### src/rtl/mmio_responder_pkg.sv
// MMIO responder shared definitions.
// Window base, register offsets and status bit positions.
package psp_mmio_pkg;

  localparam logic [31:0] MMIO_BASE_DEF = 32'hF000_0000;

  localparam logic [7:0] OFF_LED        = 8'h00;
  localparam logic [7:0] OFF_EXIT       = 8'h04;
  localparam logic [7:0] OFF_CYCLE_LO   = 8'h08;
  localparam logic [7:0] OFF_CYCLE_HI   = 8'h0C;
  localparam logic [7:0] OFF_CON_TX     = 8'h10;
  localparam logic [7:0] OFF_CON_STATUS = 8'h14;

  localparam int ST_FULL  = 8;
  localparam int ST_EMPTY = 9;
  localparam int ST_OVF   = 16;

  function automatic logic in_window(
    input logic [31:0] addr,
    input logic [31:0] base
  );
    return addr[31:8] == base[31:8];
  endfunction

endpackage

### src/rtl/mmio_responder_if.sv
// Core dmem bus plus main-memory port B forwarding.
// slave: responder view; master: core/memory side.
interface mmio_responder_if;
  logic [31:0] core_addr;
  logic [31:0] core_data_i;
  logic [31:0] core_data_o;
  logic        core_data_en;
  logic [3:0]  core_write_en;
  logic [31:0] mem_addr;
  logic [31:0] mem_data_i;
  logic [31:0] mem_data_o;
  logic        mem_data_en;
  logic [3:0]  mem_write_en;

  modport slave (
    input  core_addr, core_data_i,
    input  core_data_en, core_write_en,
    input  mem_data_o,
    output core_data_o,
    output mem_addr, mem_data_i,
    output mem_data_en, mem_write_en
  );

  modport master (
    output core_addr, core_data_i,
    output core_data_en, core_write_en,
    output mem_data_o,
    input  core_data_o,
    input  mem_addr, mem_data_i,
    input  mem_data_en, mem_write_en
  );
endinterface

### src/rtl/mmio_responder_sync_fifo.sv
// Synchronous FIFO with wrap-bit pointers.
// Push while full is accepted only alongside a pop.
module sync_fifo #(
  parameter int WIDTH = 8,
  parameter int DEPTH = 8
) (
  input  logic                     clk,
  input  logic                     reset,
  input  logic                     i_push,
  input  logic [WIDTH-1:0]         i_wdata,
  input  logic                     i_pop,
  output logic [WIDTH-1:0]         o_rdata,
  output logic                     o_full,
  output logic                     o_empty,
  output logic [$clog2(DEPTH):0]   o_count
);
  localparam int AW = $clog2(DEPTH);
  localparam logic [AW:0] FULL_CNT = (AW+1)'(DEPTH);

  logic [WIDTH-1:0] r_mem [DEPTH];
  logic [AW:0]      r_wp;
  logic [AW:0]      r_rp;
  logic             w_do_push;
  logic             w_do_pop;

  assign o_count   = r_wp - r_rp;
  assign o_full    = (o_count == FULL_CNT);
  assign o_empty   = (o_count == '0);
  assign o_rdata   = r_mem[r_rp[AW-1:0]];
  assign w_do_pop  = i_pop & ~o_empty;
  assign w_do_push = i_push & (~o_full | w_do_pop);

  always_ff @(posedge clk) begin
    if (reset) begin
      r_wp <= '0;
      r_rp <= '0;
    end else begin
      if (w_do_push) r_wp <= r_wp + 1'b1;
      if (w_do_pop)  r_rp <= r_rp + 1'b1;
    end
  end

  always_ff @(posedge clk) begin
    if (w_do_push) r_mem[r_wp[AW-1:0]] <= i_wdata;
  end
endmodule

### src/rtl/mmio_responder.sv
// Data-memory MMIO responder: LED, exit, cycle counter, console.
// Non-window accesses pass straight through to memory port B.
module mmio_responder
  import psp_mmio_pkg::*;
#(
  parameter logic [31:0] MMIO_BASE = MMIO_BASE_DEF,
  parameter int          CON_DEPTH = 8
) (
  input  logic              clk,
  input  logic              reset,
  mmio_responder_if.slave   bus,
  output logic [3:0]        led,
  output logic              done,
  output logic [31:0]       exit_code,
  output logic [7:0]        con_data,
  output logic              con_valid,
  input  logic              con_ready
);
  localparam int CW = $clog2(CON_DEPTH) + 1;

  logic        w_hit;
  logic        w_wr;
  logic        w_rd;
  logic [7:0]  w_off;
  logic        w_push;
  logic        w_pop;
  logic        w_full;
  logic        w_empty;
  logic [CW-1:0] w_count;
  logic [31:0] w_status;
  logic [31:0] w_rdata;

  logic [63:0] r_cycle;
  logic [31:0] r_shadow;
  logic        r_ovf;
  logic        r_sel;
  logic [31:0] r_rdata;
  logic [3:0]  r_led;
  logic        r_done;
  logic [31:0] r_exit;

  assign w_hit = bus.core_data_en & in_window(bus.core_addr, MMIO_BASE);
  assign w_wr  = |bus.core_write_en;
  assign w_rd  = w_hit & ~w_wr;
  assign w_off = bus.core_addr[7:0];

  assign bus.mem_addr     = bus.core_addr;
  assign bus.mem_data_i   = bus.core_data_i;
  assign bus.mem_data_en  = bus.core_data_en & ~w_hit;
  assign bus.mem_write_en = w_hit ? 4'b0 : bus.core_write_en;
  assign bus.core_data_o  = r_sel ? r_rdata : bus.mem_data_o;

  assign w_push = w_hit & w_wr & (w_off == OFF_CON_TX);
  assign w_pop  = con_valid & con_ready;

  sync_fifo #(
    .WIDTH (8),
    .DEPTH (CON_DEPTH)
  ) u_con_fifo (
    .clk     (clk),
    .reset   (reset),
    .i_push  (w_push),
    .i_wdata (bus.core_data_i[7:0]),
    .i_pop   (w_pop),
    .o_rdata (con_data),
    .o_full  (w_full),
    .o_empty (w_empty),
    .o_count (w_count)
  );

  assign con_valid = ~w_empty;

  always_comb begin
    w_status           = '0;
    w_status[CW-1:0]   = w_count;
    w_status[ST_FULL]  = w_full;
    w_status[ST_EMPTY] = w_empty;
    w_status[ST_OVF]   = r_ovf;
  end

  always_comb begin
    w_rdata = '0;
    unique case (w_off)
      OFF_LED:        w_rdata = {28'b0, r_led};
      OFF_EXIT:       w_rdata = {31'b0, r_done};
      OFF_CYCLE_LO:   w_rdata = r_cycle[31:0];
      OFF_CYCLE_HI:   w_rdata = r_shadow;
      OFF_CON_STATUS: w_rdata = w_status;
      default:        w_rdata = '0;
    endcase
  end

  always_ff @(posedge clk) begin
    if (reset) begin
      r_cycle  <= '0;
      r_shadow <= '0;
      r_ovf    <= 1'b0;
      r_sel    <= 1'b0;
      r_rdata  <= '0;
      r_led    <= '0;
      r_done   <= 1'b0;
      r_exit   <= '0;
    end else begin
      r_cycle <= r_cycle + 64'd1;
      r_sel   <= w_hit;
      r_rdata <= w_rdata;
      // HI shadow makes a LO-then-HI read pair atomic
      if (w_rd && w_off == OFF_CYCLE_LO)
        r_shadow <= r_cycle[63:32];
      if (w_hit && w_wr) begin
        if (w_off == OFF_LED)
          r_led <= bus.core_data_i[3:0];
        if (w_off == OFF_EXIT) begin
          r_done <= 1'b1;
          r_exit <= bus.core_data_i;
        end
        if (w_off == OFF_CON_STATUS && bus.core_data_i[ST_OVF])
          r_ovf <= 1'b0;
      end
      if (w_push && w_full && !w_pop)
        r_ovf <= 1'b1;
    end
  end

  assign led       = r_led;
  assign done      = r_done;
  assign exit_code = r_exit;
endmodule

### src/flat_wrapper.sv
// flat-port wrapper written by rule: the top's interface ports become plain ports
module mmio_responder_flat import psp_mmio_pkg::*;
#(
  parameter logic [31:0] MMIO_BASE = MMIO_BASE_DEF,
  parameter int          CON_DEPTH = 8
)
  (clk, reset, led, done, exit_code, con_data, con_valid, con_ready, bus_core_addr, bus_core_data_i, bus_core_data_en, bus_core_write_en, bus_mem_data_o, bus_core_data_o, bus_mem_addr, bus_mem_data_i, bus_mem_data_en, bus_mem_write_en);
  mmio_responder_if bus_i ();
  input  logic clk;
  input  logic reset;
  output logic [3:0] led;
  output logic done;
  output logic [31:0] exit_code;
  output logic [7:0] con_data;
  output logic con_valid;
  input  logic con_ready;
  input wire logic [$bits(bus_i.core_addr)-1:0] bus_core_addr;
  input wire logic [$bits(bus_i.core_data_i)-1:0] bus_core_data_i;
  input wire logic [$bits(bus_i.core_data_en)-1:0] bus_core_data_en;
  input wire logic [$bits(bus_i.core_write_en)-1:0] bus_core_write_en;
  input wire logic [$bits(bus_i.mem_data_o)-1:0] bus_mem_data_o;
  output wire logic [$bits(bus_i.core_data_o)-1:0] bus_core_data_o;
  output wire logic [$bits(bus_i.mem_addr)-1:0] bus_mem_addr;
  output wire logic [$bits(bus_i.mem_data_i)-1:0] bus_mem_data_i;
  output wire logic [$bits(bus_i.mem_data_en)-1:0] bus_mem_data_en;
  output wire logic [$bits(bus_i.mem_write_en)-1:0] bus_mem_write_en;
  assign bus_i.core_addr = bus_core_addr;
  assign bus_i.core_data_i = bus_core_data_i;
  assign bus_i.core_data_en = bus_core_data_en;
  assign bus_i.core_write_en = bus_core_write_en;
  assign bus_i.mem_data_o = bus_mem_data_o;
  assign bus_core_data_o = bus_i.core_data_o;
  assign bus_mem_addr = bus_i.mem_addr;
  assign bus_mem_data_i = bus_i.mem_data_i;
  assign bus_mem_data_en = bus_i.mem_data_en;
  assign bus_mem_write_en = bus_i.mem_write_en;
  mmio_responder #(.MMIO_BASE(MMIO_BASE), .CON_DEPTH(CON_DEPTH)) u_core (.clk(clk), .reset(reset), .bus(bus_i), .led(led), .done(done), .exit_code(exit_code), .con_data(con_data), .con_valid(con_valid), .con_ready(con_ready));
endmodule
### config.mk
export PLATFORM = sky130hd
export DESIGN_NAME = mmio_responder_flat
export DESIGN_NICKNAME = d
export VERILOG_FILES = /design/src/rtl/mmio_responder_pkg.sv /design/src/rtl/mmio_responder_if.sv /design/src/rtl/mmio_responder_sync_fifo.sv /design/src/rtl/mmio_responder.sv /design/src/flat_wrapper.sv
export SDC_FILE = /design/constraint.sdc
export NUM_CORES = 1
export LEC_CHECK = 0
export ABC_AREA = 1
export ABC_CLOCK_PERIOD_IN_PS = 6250
export CAP_MARGIN = 20
export CORE_MARGIN = 1.5
export CORE_UTILIZATION = 35
export CTS_BUF_LIST = sky130_fd_sc_hd__clkbuf_8
export DETAILED_ROUTE_END_ITERATION = 7
export PLACE_DENSITY = 0.57
export SYNTH_ARGS = -nofsm -noshare
export SYNTH_HDL_FRONTEND = slang
export SYNTH_SLANG_ARGS = --single-unit
### constraint.sdc
create_clock -name clk -period 6.25 [get_ports clk]
set_clock_uncertainty 0.05 [all_clocks]
set_input_delay 1.25 -clock clk [delete_from_list [all_inputs] [get_ports clk]]
set_output_delay 1.25 -clock clk [all_outputs]
set_load 0.01 [all_outputs]
=== Word-level counts from Yosys, hierarchy flattened ===
Memory sizes are Yosys's and may differ from the RTL's. A register that Yosys moved wholly into a read port is not among the register bits.
Index checks and enable logic that the tools add are counted.

* Bits in registers: 175
* RAM bits: 64
* Output and inout bits: 147
* Logic and storage cells: 59
* Memories kept: 1

* $add $sub $neg: 4
* Equality and inequality tests: 7
* Muxes and demuxes: 10
* Bitwise gates (word level): 13
* Reduce and logical (&&, ||, !) cells: 14

{| class="wikitable"
|+ Memory list
! name !! depth !! width !! read ports !! clocked after Yosys merged registers in !! wr ports !! RTL line !! text
|-
| u_core.u_con_fifo.r_mem || 8 || 8 || 1 || 1 || 1 || mmio_responder_sync_fifo.sv:20 || <nowiki>logic [WIDTH-1:0] r_mem [DEPTH];</nowiki>
|}

{| class="wikitable"
|+ Operators with widths
! operator !! count
|-
| $pmux W32 S5 || 1
|-
| $add A64 B1 Y64 const B || 1
|-
| $mux W32 || 1
|-
| $eq A24 B24 Y1 const B || 1
|-
| $eq A8 B4 Y1 const B || 2
|-
| $eq A8 B5 Y1 const B || 2
|-
| $add A4 B1 Y4 const B || 2
|-
| $and A1 B1 Y1 || 8
|-
| $eq A8 B3 Y1 const B || 1
|-
| $logic_not A8 Y1 || 1
|-
| $mux W3 || 2
|-
| $reduce_and A2 Y1 || 3
|-
| $logic_and A1 B1 Y1 || 5
|-
| $mux W1 || 5
|-
| $eq A4 B4 Y1 const B || 1
|-
| $logic_not A4 Y1 || 1
|-
| $mux W4 || 1
|-
| $not A1 Y1 || 4
|-
| $reduce_bool A2 Y1 || 2
|-
| $reduce_or A4 Y1 || 1
|-
| $sub A4 B4 Y4 || 1
|-
| $logic_not A1 Y1 || 1
|-
| $or A1 B1 Y1 || 1
|}

=== Longest topological paths before layout ===
* Word-level depth: 9
* Depth in mapped cells: 12

=== By module ===
From an unflattened synthesis, not the netlist that was laid out.

* Cells, all modules: 1645
* Area, all modules: 12005.3 µm²

{| class="wikitable"
|+ By module, submodules not included
! module !! times used !! cells an instance !! area an instance (µm²)
|-
| mmio_responder || 1 || 1369 || 8851.0
|-
| sync_fifo || 1 || 276 || 3154.3
|}

=== Worst setup path before layout ===
Ideal clock, no wire load.

* Path kind: input port to output port
* Start: in bus_core_addr[15]
* End: out bus_mem_write_en[0]
* Data arrival time: 1.914 ns
* Data required time: 4.950 ns
* Path slack: 3.036 ns
* Cell stages on the path: 6
* Cell sequence: nor2_1 -> nand2_1 -> nor2_1 -> nand3_1 -> nor2_1 -> nor2_1

* Longest elaborated chain between the ends: 3

{| class="wikitable"
|+ RTL lines
! what !! RTL line !! text
|-
| start: declaration || flat_wrapper.sv:17 || <nowiki>input wire logic [$bits(bus_i.core_addr)-1:0] bus_core_addr;</nowiki>
|-
| $eq A24 B24 Y1 || mmio_responder_pkg.sv:22 || <nowiki>return addr[31:8] == base[31:8];</nowiki>
|-
| $and A1 B1 Y1 || mmio_responder.sv:42 || <nowiki>assign w_hit = bus.core_data_en & in_window(bus.core_addr, MMIO_BASE);</nowiki>
|-
| $mux W4 || mmio_responder.sv:50 || <nowiki>assign bus.mem_write_en = w_hit ? 4'b0 : bus.core_write_en;</nowiki>
|-
| end: declaration || flat_wrapper.sv:26 || <nowiki>output wire logic [$bits(bus_i.mem_write_en)-1:0] bus_mem_write_en;</nowiki>
|}

No other way between the ends.

==> summary.md <==
| Metric | Value |
|---|---|
| Outcome | `finished, final reports clean` |
| PostCTS Resize Cnt | `0` |
| Dpl cells | `2080` |
| Syn Area/Cell | `7.801 µm²` |
| Yosys cell types | `45` |
| CP cell instances | `buf_4, inv_1, o21ai_0, o22ai_1, nor2_1, a31oi_1, clkdlybuf4s50_1` |
| Syn Nets | `1608` |
| Layout cells sized above 1 | `8.911%` |
| YS warnings | `0` |
| Crit path launch type | `flop` |
| HP Start | `u_core.exit_code[21]` |
| Nets | `1797` |
| Sequential cell area | `5487 µm²` |
| Vias in the first global route | `10113` |
| GP Congestion | `0.9326` |
| Number of max-cap violations | `0` |
| Slew @ Worst Pin | `946.8 ps` |
| Die width | `185.7 µm` |
| DRT iter0 DRCs | `766` |
| Critical path data arrival time | `3100 ps` |
| Root Buffer Master | `clkbuf_8` |
| Drt pass-1 iters | `5` |
| Worst hold path cell count | `2` |
| Net Sw Power | `887.5 µW` |
| Crit-path slowest cell | `inv_1` |
| R2r worst-path depth | `11` |
| Commonest non-fill, non-tap cell in the layout | `nand2_1` |
| Tmin final | `4396 ps` |
| Die Y | `185.7 µm` |
| Worst path max stage delay | `680 ps` |
| LEAKAGE | `5.431 nW` |
| Final core occ | `45.86%` |
| Top Ports | `251` |
| Final setup margin | `1854 ps` |
| Max_slew headroom | `36.88%` |
| GRT Util Overall | `21.79%` |
| CTS tree | `built` |
| Setup_tns | `0 ps` |
| Mapped Area | `11680 µm²` |
| P_int | `2.588 mW` |
| Site row count | `66` |
| Via/cell ratio | `4.905` |
| Via count | `10590` |
| Post-place setup slack | `1858 ps` |
| Hold Fails Final Rpt | `0` |
| Final worst-path cycle share | `70.34%` |
| Post-DRT Antenna Nets | `0` |
| Max FO, Critical Path | `33` |
| Antenna cells | `0` |
| Synth Register Bits | `242` |
| Final HPWL DP | `28100 µm` |
| Setup violators final | `0` |
| Maximum resistive drop on vdd | `0.1377 mV` |
| Sink Count | `242` |
| Ranking of synthesized cells by area | `dfxtp_1 (31%), edfxtp_1 (16%), nand2_1 (8.7%), nor2_1 (8.4%), a21oi_1 (4.9%)` |
| Residual DRC | `0` |
| Switching power share of the total | `25.53%` |
| Number of hold buffers added after cts | `0` |
| Port Buffers | `250` |
| Setup CP Type | `flop to output port` |
| Routed length per instance | `17.53 µm` |
| Post-Layout Cell Count | `2159` |
| Post-CTS setup buffer count | `0` |
| Comb pwr share | `11.4%` |
| Top-area cell type share of the netlist area | `30.51%` |
| PwrDens | `231.8 nW/µm²` |
| F_max | `227.5 MHz` |
| Clock-pin slew on the worst setup and hold paths | `60 ps` |
| First-pass GRT wire length | `57880 µm` |
| Deepest clock path buffer count | `3` |
| Initial antenna violation count | `0` |
| GRT overflow | `0` |
| Sequential power share | `46.9%` |
| Synthesized instance count | `1497` |
| Starting density of the core | `35.71%` |
| Core Footprint | `32700 µm²` |
| Crit. End Element | `output port` |
| Max Slew Vio Count | `0` |
| Clock latency on the worst-skew pair | `570 ps` |
| Largest net degree at the start of global routing | `80` |
| Area delta synth->final | `28.41%` |
| Multi-input gate area | `5046 µm²` |
| Clock power frac | `41.7%` |
| Worst Path Required | `4950 ps` |
| Post-synth top area cell | `dfxtp_1` |
| Filler cells | `3337` |
| Seq/Total Area, Yosys | `46.97%` |
| Crit Reg-Reg Startpoint | `u_core.u_con_fifo.r_rp[0]` |
| Die area | `34470 µm²` |
| Wirelength, routed | `37850 µm` |
| Unrepaired setup endpoints after global routing | `no` |
| Worst min-delay path class | `flop to flop` |
| Number of H-tree levels | `2` |
| Most frequent cells in the layout | `nand2_1 (272), nor2_1 (258), clkdlybuf4s50_1 (249)` |
| Cts bufs inserted | `45` |
## metrics by stage
step / power (mW) / hold slack (ps) / cell area, µm²
3_3_place_gp: 2.060 / 392.4 / 14090
3_5_place_dp: 2.060 / 401.1 / 14120
5_1_grt: 3.621 / 427.7 / 15000
4_1_cts: 3.508 / 409.6 / 14970
6_report: 3.476 / 408.6 / 15000
2_1_floorplan: 1.853 / 378.7 / 11680
## worst max-delay path, delay by kind of cell (launching register included)
family,cells,cell delay (ps)
buffers and inverters,3,1520
AOI/OAI and AO/OA,3,650
and+or+nand+nor,1,70
DFF,1,300
## final timing paths
kind	slack, ps	endpoint
max reg2reg	3210	u_core.u_con_fifo.r_mem[0][2]
max	1850	con_data[1]
min reg2reg	410	u_core.exit_code[21]
min	410	u_core.exit_code[21]
## cell type report
cell class	instances	area share, %
Clock inverter	28	1.076
Tap cell	442	3.688
Clock buffer	50	4.589
Multi-Input combinational cell	1016	33.65
Timing Repair Buffer	258	17.32
Inverter	123	3.095
Sequential cell	242	36.58
## per-layer routing
metal	global-route usage [%]	vias up	share of wire, %
met5	0	-	0
met4	5.548	0	1.9
met2	35.07	342	45
met1	30.08	4924	46
li1	-	5269	-
met3	3.952	55	6.6
## registers in the layout, summed over array words and instances, names as in the netlist, named ones only
| name | cells |
|---|---|
| u_core.done | 1 |
| u_core.exit_code | 32 |
| u_core.led | 4 |
| u_core.r_cycle | 64 |
| u_core.r_ovf | 1 |
| u_core.r_rdata | 32 |
| u_core.r_sel | 1 |
| u_core.r_shadow | 32 |
| u_core.u_con_fifo.r_mem | 64 |
| u_core.u_con_fifo.r_rp | 4 |
| u_core.u_con_fifo.r_wp | 4 |
## power groups by stage
| stage | sequential [mW] | combinational, mW | clock [mW] |
|---|---|---|---|
| finish | 1.63 | 0.397 | 1.45 |
| floorplan | 1.66 | 0.197 | 0 |
| global placement | 1.66 | 0.399 | 0 |
| detailed placement | 1.66 | 0.398 | 0 |
| CTS | 1.63 | 0.400 | 1.48 |
| global route | 1.63 | 0.434 | 1.56 |
## cell usage after synthesis, drive strengths merged
cell and n:
a21oi 116, a22o 1, a22oi 1, a31oi 9, a41oi 2, and2 1, buf 87, clkbuf 29
clkinv 1, dfxtp 178, edfxtp 64, fa 1, ha 6, inv 122, mux2 32, nand2 278
nand2b 1, nand3 84, nand3b 1, nand4 35, nor2 271, nor3 32, o211ai 1, o21a 3
o21ai 104, o22ai 8, or2 15, xnor2 5, xor2 9
## cells by family (layout without fill, tap and decap cells)
group / after synthesis / in the layout / synth area share, %
buffers and inverters: 239 / 459 / 9.963
and+or+nand+nor: 718 / 718 / 27.17
xor gates and xnor gates: 14 / 14 / 1.050
AOI/OAI and AO/OA: 245 / 245 / 10.95
muxes: 32 / 32 / 3.086
DFF: 242 / 242 / 46.97
adders and majority gates: 7 / 7 / 0.8142
Note: power is estimated with default switching activity, not from simulation.
